**config.mk**
```make
export PLATFORM = sky130hd
export DESIGN_NAME = msg_sequencer_flat
export DESIGN_NICKNAME = d
export VERILOG_FILES = /design/src/rtl/msg_sequencer_if.sv /design/src/rtl/msg_sequencer.sv /design/src/flat_wrapper.sv
export SDC_FILE = /design/constraint.sdc
export NUM_CORES = 1
export LEC_CHECK = 0
export BUFFER_PORTS_ARGS = -buffer_cell sky130_fd_sc_hd__buf_2
export CAP_MARGIN = 0
export CORE_AREA = 4 4 135 137
export DETAILED_ROUTE_END_ITERATION = 6
export DIE_AREA = 0 0 139 141
export HOLD_SLACK_MARGIN = 0.1
export MAX_ROUTING_LAYER = met4
export PLACE_DENSITY = 0.7
export SLEW_MARGIN = 0
export SYNTH_ARGS = -nofsm -noshare
export SYNTH_HDL_FRONTEND = slang
export SYNTH_SLANG_ARGS = --single-unit
```
**constraint.sdc**
```tcl
create_clock -name clk -period 2.7 [get_ports clk]
set_input_delay 0.675 -clock clk [delete_from_list [all_inputs] [get_ports clk]]
set_output_delay 0.675 -clock clk [all_outputs]
set_load 0.01 [all_outputs]
```
**src/rtl/msg_sequencer_if.sv**
```systemverilog
// ---------------------------------------------------------------------------
// msg_sequencer_if
// Byte-stream handshake between the message sequencer and a UART transmitter.
//   tx_data  : word currently presented by the source
//   tx_valid : tx_data holds a word to be sent
//   tx_ready : sink accepts the word on this cycle
// Modports: master = word source (sequencer), slave = word sink (UART TX).
// ---------------------------------------------------------------------------
interface msg_sequencer_if #(
  parameter int DATA_W = 8
);
  logic [DATA_W-1:0] tx_data;
  logic              tx_valid;
  logic              tx_ready;

  modport master (output tx_data, output tx_valid, input tx_ready);
  modport slave  (input tx_data, input tx_valid, output tx_ready);
endinterface

```
**src/rtl/msg_sequencer.sv**
```systemverilog
// ---------------------------------------------------------------------------
// msg_sequencer
// Streams a runtime-loaded message buffer to a UART transmitter over a
// valid/ready handshake. One-shot or continuous repeat with an inter-pass
// gap, and an orderly stop that never withdraws a presented word.
// Ports:
//   clk, rst_n       : clock, asynchronous active-low reset
//   cfg_we_i/addr/wdata : buffer write port (honoured only while idle)
//   cfg_len_i        : message length in words (0..DEPTH, larger clamps)
//   start_i, stop_i  : single-cycle run control
//   repeat_en_i, gap_i : repeat mode and idle cycles between passes
//   tx_if            : word stream towards the UART (master side)
//   busy_o           : a run is in progress
//   done_o           : one-cycle pulse after each completed pass
//   byte_idx_o       : index of the word being presented
// ---------------------------------------------------------------------------
module msg_sequencer #(
  parameter int DATA_W = 8,
  parameter int DEPTH  = 16,
  parameter int GAP_W  = 16,
  localparam int AW    = $clog2(DEPTH),
  localparam int LEN_W = AW + 1
) (
  input  logic              clk,
  input  logic              rst_n,
  input  logic              cfg_we_i,
  input  logic [AW-1:0]     cfg_addr_i,
  input  logic [DATA_W-1:0] cfg_wdata_i,
  input  logic [LEN_W-1:0]  cfg_len_i,
  input  logic              start_i,
  input  logic              repeat_en_i,
  input  logic [GAP_W-1:0]  gap_i,
  input  logic              stop_i,
  msg_sequencer_if.master   tx_if,
  output logic              busy_o,
  output logic              done_o,
  output logic [AW-1:0]     byte_idx_o
);

  typedef enum logic [1:0] {IDLE, SEND, GAP} state_t;

  state_t            state_q;
  logic [DATA_W-1:0] mem_q [DEPTH];
  logic [AW-1:0]     idx_q;
  logic [LEN_W-1:0]  len_q;
  logic [GAP_W-1:0]  gap_cnt_q;
  logic              stop_pend_q;
  logic              valid_q;
  logic              done_q;

  logic              last_word;

  assign last_word = ({1'b0, idx_q} == (len_q - LEN_W'(1)));

  always_ff @(posedge clk or negedge rst_n) begin
    if (!rst_n) begin
      state_q     <= IDLE;
      idx_q       <= '0;
      len_q       <= '0;
      gap_cnt_q   <= '0;
      stop_pend_q <= 1'b0;
      valid_q     <= 1'b0;
      done_q      <= 1'b0;
      for (int i = 0; i < DEPTH; i++) begin
        mem_q[i] <= '0;
      end
    end else begin
      done_q <= 1'b0;
      case (state_q)
        IDLE: begin
          if (cfg_we_i && (32'(cfg_addr_i) < DEPTH)) begin
            mem_q[cfg_addr_i] <= cfg_wdata_i;
          end
          // stop on the same cycle as start cancels the request
          if (start_i && !stop_i && (cfg_len_i != '0)) begin
            len_q       <= (cfg_len_i > LEN_W'(DEPTH)) ? LEN_W'(DEPTH) : cfg_len_i;
            idx_q       <= '0;
            stop_pend_q <= 1'b0;
            valid_q     <= 1'b1;
            state_q     <= SEND;
          end
        end

        SEND: begin
          if (tx_if.tx_ready) begin
            // a stop arriving on the accepting cycle counts as pending
            if (stop_pend_q || stop_i) begin
              idx_q       <= '0;
              stop_pend_q <= 1'b0;
              valid_q     <= 1'b0;
              state_q     <= IDLE;
            end else if (last_word) begin
              done_q <= 1'b1;
              idx_q  <= '0;
              if (!repeat_en_i) begin
                valid_q <= 1'b0;
                state_q <= IDLE;
              end else if (gap_i != '0) begin
                gap_cnt_q <= gap_i;
                valid_q   <= 1'b0;
                state_q   <= GAP;
              end
            end else begin
              idx_q <= idx_q + AW'(1);
            end
          end else if (stop_i) begin
            stop_pend_q <= 1'b1;
          end
        end

        GAP: begin
          if (stop_i) begin
            gap_cnt_q <= '0;
            state_q   <= IDLE;
          end else if (gap_cnt_q == GAP_W'(1)) begin
            gap_cnt_q <= '0;
            idx_q     <= '0;
            valid_q   <= 1'b1;
            state_q   <= SEND;
          end else begin
            gap_cnt_q <= gap_cnt_q - GAP_W'(1);
          end
        end

        default: begin
          valid_q <= 1'b0;
          state_q <= IDLE;
        end
      endcase
    end
  end

  assign tx_if.tx_data  = mem_q[idx_q];
  assign tx_if.tx_valid = valid_q;
  assign busy_o         = (state_q != IDLE);
  assign done_o         = done_q;
  assign byte_idx_o     = idx_q;

endmodule

```
**src/flat_wrapper.sv**
```systemverilog
// flat-port wrapper written by rule: the top's interface ports become plain ports
module msg_sequencer_flat 
#(
  parameter int DATA_W = 8,
  parameter int DEPTH  = 16,
  parameter int GAP_W  = 16,
  localparam int AW    = $clog2(DEPTH),
  localparam int LEN_W = AW + 1
)
  (clk, rst_n, cfg_we_i, cfg_addr_i, cfg_wdata_i, cfg_len_i, start_i, repeat_en_i, gap_i, stop_i, busy_o, done_o, byte_idx_o, tx_if_tx_data, tx_if_tx_valid, tx_if_tx_ready);
  msg_sequencer_if #(.DATA_W(DATA_W)) tx_if_i ();
  input  logic clk;
  input  logic rst_n;
  input  logic cfg_we_i;
  input  logic [AW-1:0] cfg_addr_i;
  input  logic [DATA_W-1:0] cfg_wdata_i;
  input  logic [LEN_W-1:0] cfg_len_i;
  input  logic start_i;
  input  logic repeat_en_i;
  input  logic [GAP_W-1:0] gap_i;
  input  logic stop_i;
  output logic busy_o;
  output logic done_o;
  output logic [AW-1:0] byte_idx_o;
  output wire logic [$bits(tx_if_i.tx_data)-1:0] tx_if_tx_data;
  output wire logic [$bits(tx_if_i.tx_valid)-1:0] tx_if_tx_valid;
  input wire logic [$bits(tx_if_i.tx_ready)-1:0] tx_if_tx_ready;
  assign tx_if_tx_data = tx_if_i.tx_data;
  assign tx_if_tx_valid = tx_if_i.tx_valid;
  assign tx_if_i.tx_ready = tx_if_tx_ready;
  msg_sequencer #(.DATA_W(DATA_W), .DEPTH(DEPTH), .GAP_W(GAP_W)) u_core (.clk(clk), .rst_n(rst_n), .cfg_we_i(cfg_we_i), .cfg_addr_i(cfg_addr_i), .cfg_wdata_i(cfg_wdata_i), .cfg_len_i(cfg_len_i), .start_i(start_i), .repeat_en_i(repeat_en_i), .gap_i(gap_i), .stop_i(stop_i), .tx_if(tx_if_i), .busy_o(busy_o), .done_o(done_o), .byte_idx_o(byte_idx_o));
endmodule
```
Word level (Yosys, flattened, before mapping)
Index checks and enable logic that the tools add are counted.

storage, ports and cells
  register bits = 158
  output and inout port bits = 15
  word-level logic and storage cells = 117

cells by class
  add/subtract/negate cells = 3
  order comparisons = 4
  eq/ne operators = 17
  mux-type cells = 49
  bitwise logic cells = 2
  reductions and logical operators = 19

operators by type and width
  operator                                                                  number
  128-bit bitwise mux                                                       1
  16-bit two-way mux                                                        7
  8-bit binary-select mux with 4-bit select                                 1
  8-bit demux with 4-bit select                                             1
  16-bit case mux with 2 select lines                                       1
  4-bit two-way mux                                                         6
  8-bit two-way mux                                                         3
  16-bit by 1-bit equality test with 1-bit output (second input constant)   1
  1-bit two-way mux                                                         16
  2-bit two-way mux                                                         8
  16-bit nonzero test                                                       1
  16-bit by 1-bit subtractor with 16-bit output (second input constant)     1
  4-bit case mux with 3 select lines                                        1
  6-bit AND reduction                                                       2
  5-bit greater-or-equal comparator (second input constant)                 2
  4-bit inverter with 5-bit output                                          2
  5-bit AND reduction                                                       2
  2-bit by 1-bit inequality test with 1-bit output (second input constant)  4
  2-bit inequality test (second input constant)                             4
  3-bit by 2-bit inequality test with 1-bit output (second input constant)  2
  2-bit case mux with 3 select lines                                        1
  2-bit nonzero test                                                        3
  4-bit by 5-bit equality test with 1-bit output                            1
  5-bit > comparator (second input constant)                                1
  other kinds (19)                                                          22

Logic depth before layout (Yosys ltp)
  depth in word-level cells = 7
  gate-level depth with buffers = 9
  mapped depth without buffers = 8

Worst setup path after synthesis
No wires, ideal clock.

  path type = register -> output
  start point = register u_core.idx_q[1] (netlist: u_core.byte_idx_o[1])
  end point = output port tx_if_tx_data[6]
  data arrival time = 1.759 ns
  data required time = 2.025 ns
  slack = 0.266 ns
  cell stages (with the launch flop) = 6
  cell sequence = dfrtp_1 -> buf_1 -> buf_1 -> mux4_2 -> a22oi_1 -> nand2_1

between the ends
  longest elaborated chain between the ends = 4

RTL lines
  item                                                    RTL line              text
  start, declared                                         msg_sequencer.sv:44   logic [AW-1:0] idx_q;
  start signal, assigned                                  msg_sequencer.sv:104  idx_q <= idx_q + AW'(1);
  4-bit inverter with 5-bit output (implied by the code)  msg_sequencer.sv:133  assign tx_if.tx_data = mem_q[idx_q];
  8-bit binary-select mux with 4-bit select               msg_sequencer.sv:133
  8-bit two-way mux (implied by the code) (2 in series)   msg_sequencer.sv:133
  end, declared                                           flat_wrapper.sv:25    output wire logic [$bits(tx_if_i.tx_data)-1:0] tx_if_tx_data;

Every way passes these cells. The select of a mux whose other input is x is not followed.

Worst setup path after layout
  start point = register u_core.idx_q[0] (netlist: u_core.byte_idx_o[0])
  end point = output port tx_if_tx_data[2]

The elaborated chain is that of the path after synthesis.

==> impl_metrics.tcl <==
set metrics [dict create \
    run_status "finished with violations" \
    violations "setup timing" \
    clkLatencyLatePin_ns 0.43 \
    drt_wl_total_um 18530 \
    cts_made_buffers 17 \
    critical_path_class "flop to output pin" \
    via_per_inst 5.765 \
    final_area_mm2 0.009433 \
    p_seq_share_pct 42.8 \
    ys_seq_area_share_pct 50.38 \
    avgSynthCellArea_um2 12.50 \
    cts_root_buf "clkbuf_16" \
    worst_slew_pin_slew_ns 0.5489 \
    hp-class "input pin to async pin" \
    grt_pass1_vias 5601 \
    pre_cts_slack_ns 0.2976 \
    initial_core_util_pct 46.01 \
    seq_area_mm2 0.003958 \
    core_area_mm2 0.01706 \
    grt_pass1_wl_um 29680 \
    synthToLayoutAreaGrowth_pct 20.20 \
    cp_data_required_time_ns 2.03 \
    die-height_um 141 \
    sw_frac_of_total_pct 31.52 \
    io_buffers 54 \
    die_w_um 139 \
    holdWs_ns 0.1666 \
    diodes 0 \
    p_clk_share_pct 26.0 \
    cts.sinks 158 \
    nNetsFinal 743 \
    synth_edf_count 0 \
    syn_nets 672 \
    ys.warnings.count 0 \
    setup_ws_ns -0.05240 \
    p_leak_nw 4.115 \
    p_sw_w 0.003048 \
    drt_iter0_drc 340 \
    vias 5402 \
    multi_input_area_mm2 0.003819 \
    htreeDepth 4 \
    synth-main-ff-cell "dfrtp_1" \
    cp_max_fo 7 \
    slew_headroom_pct 63.37 \
    synth.distinct_cells 58 \
    ios 55 \
    finalSetupViolCount 7 \
    final_util_pct 55.30 \
    power_density_mw_per_mm2 1025 \
    synthCells 628 \
    path_clk_slew_ns 0.06 \
    final_common_cell "dfrtp_1" \
    crit_path_frequent_cell "buf_12" \
    ir_drop_uv 501.6 \
    slowest_stage "mux4_2" \
    grt_usage_pct 19.40 \
    placed_area_mm2 0.008477 \
    die-area_mm2 0.01960 \
    dp_hpwl_um 12620 \
    grt_max_degree 65 \
    period_minus_slack_ns 2.752 \
    fin_skew_ns 0.008443 \
    fp-row-count 48 \
    fillerInstances 1392 \
    timing.critical_path.arrival_ns 2.08 \
    grt_overflow_total 0 \
    hold_viol 0 \
    route.detailed.drc 0 \
    rsz0062_at_grt "true" \
    cts_tree "done" \
    maxSlewViolCount 0 \
    slowest_delay_ns 0.54 \
    post-route-period-util_pct 101.9 \
    place_congestion 0.9241 \
    fmax_mhz 363.3 \
    synth.ff_latch_count 158 \
    final_cell_mix "155 x dfrtp_1, 135 x mux2_2, 53 x buf_2" \
    p_int_w 0.006622 \
    async_flop_share_pct 100.0 \
    critPathLaunchType "flop" \
    drt_pass1_iterations 5 \
    netlist_area_mm2 0.007848 \
    endpoint_kind "output pin" \
    combPwrFrac_pct 31.2 \
    wire_per_inst_um 19.77 \
    max_cap_violations 0 \
    reg2regPathDepth 9 \
    clk_path_buf_depth 2 \
    drt.antenna.violating_nets 0 \
    layout-drive-gt1-share_pct 44.80 \
    antenna_found_initial 0 \
    worstPathCellList "buf_12 -> buf_12 -> mux4_2 -> a22oi_2 -> nand2_1 -> buf_2" \
]
## cell families (layout without fill, tap and decap cells)
| family | after synthesis | after routing | share of synthesized area [%] |
|---|---|---|---|
| compound gates | 108 | 108 | 9.471 |
| xor+xnor | 5 | 5 | 0.6537 |
| fa+ha+maj | 4 | 4 | 0.6378 |
| buf+inv | 47 | 131 | 2.647 |
| flops | 158 | 158 | 50.38 |
| mux | 178 | 178 | 27.44 |
| simple gates | 128 | 128 | 8.769 |
## power groups by stage
stage	registers, W	clock network, W	logic (W)
CTS	0.00410	0.00254	0.00282
global route	0.00425	0.00265	0.00327
detailed placement	0.00412	0	0.00273
finish	0.00414	0.00251	0.00302
floorplan	0.00386	0	0.00211
global placement	0.00404	0	0.00263
## state kept, by name, summed over array words and instances, names as in the netlist
register and cells:
u_core.mem_q 128, u_core.gap_cnt_q 16, u_core.len_q 5, u_core.byte_idx_o 4, u_core.state_q 2, u_core.done_o 1
u_core.stop_pend_q 1, u_core.tx_if.tx_valid 1
## final timing paths
| check | from | endpoint | slack (ns) |
|---|---|---|---|
| min in group clk | u_core.mem_q[121]$_DFFE_PN0P_ | u_core.mem_q[121]$_DFFE_PN0P_ | 0.49 |
| min | rst_n | u_core.gap_cnt_q[14]$_DFFE_PN0P_ | 0.17 |
| min reg2reg | u_core.mem_q[121]$_DFFE_PN0P_ | u_core.mem_q[121]$_DFFE_PN0P_ | 0.49 |
| max reg2reg | u_core.len_q[0]$_DFFE_PN0P_ | u_core.gap_cnt_q[13]$_DFFE_PN0P_ | 0.32 |
| max | u_core.byte_idx_o[0]$_DFFE_PN0P_ | tx_if_tx_data[2] | -0.05 |
| max in group asynchronous | rst_n | u_core.mem_q[76]$_DFFE_PN0P_ | 1.80 |
## through the flow
step | TNS (ns) | std cells | total power, W
finish | -0.2409 | 937 | 0.009671
global route | -0.8232 | 937 | 0.01017
CTS | -0.4546 | 929 | 0.009470
detailed placement | 0 | 892 | 0.006851
global placement | 0 | 892 | 0.006668
floorplan | 0 | 628 | 0.005965
## final cells by class
type | instances | area share (%)
sequential | 158 | 41.96
inverter | 10 | 0.3979
clock buffer | 18 | 4.656
timing repair buffer | 89 | 7.587
tap | 225 | 2.984
clock inverter | 14 | 1.937
multi-input combinational | 423 | 40.48
## layer usage
layer	track usage, %	up-vias	share of wire, %
li1	-	2469	-
met5	-	-	0
met1	24.35	2809	43
met2	32.01	89	52
met3	3.053	35	2.3
met4	7.364	0	2.5
## cells in the mapped netlist (all sizes together) (2+ instances only)
library cell / number / area (um^2)
mux4: 16 / 360.4
o31ai: 2 / 15.01
nor2b: 7 / 43.79
a21o: 2 / 15.01
or2: 3 / 18.77
nand2: 51 / 198.9
and2: 2 / 12.51
nand3: 4 / 25.02
clkbuf: 22 / 83.83
nand2b: 8 / 50.05
o41ai: 2 / 17.52
a21oi: 16 / 91.34
nor3: 7 / 51.30
and3: 2 / 12.51
nand3b: 2 / 15.01
ha: 4 / 50.05
nor4: 10 / 77.57
a32o: 3 / 30.03
buf: 15 / 86.33
nor2: 21 / 96.34
a22o: 20 / 175.2
xnor2: 5 / 51.30
o21ai: 37 / 185.2
a22oi: 10 / 75.07
mux2i: 25 / 250.2
a221oi: 8 / 70.07
dfrtp: 158 / 3954
nand4: 2 / 12.51
inv: 10 / 37.54
nor3b: 4 / 30.03
o211ai: 2 / 15.01
mux2: 137 / 1543
## critical path: cells and delay by family, from the launching register on
family	cells	cell delay (ns)
muxes	1	0.54
AOI/OAI and AO/OA	1	0.18
buffers and inverters	3	0.45
and+or+nand+nor	1	0.10
DFF	1	0.37
## timing repair
action | in CTS | in global routing
hold buffers | 0 | 0
pin swaps | 2 | 18
resized for setup | 11 | 41
cloned | 0 | 2
endpoints found under the setup margin | 8 | 8
setup buffers | 5 | 6
No activity file was read; power rests on OpenSTA's default activity.
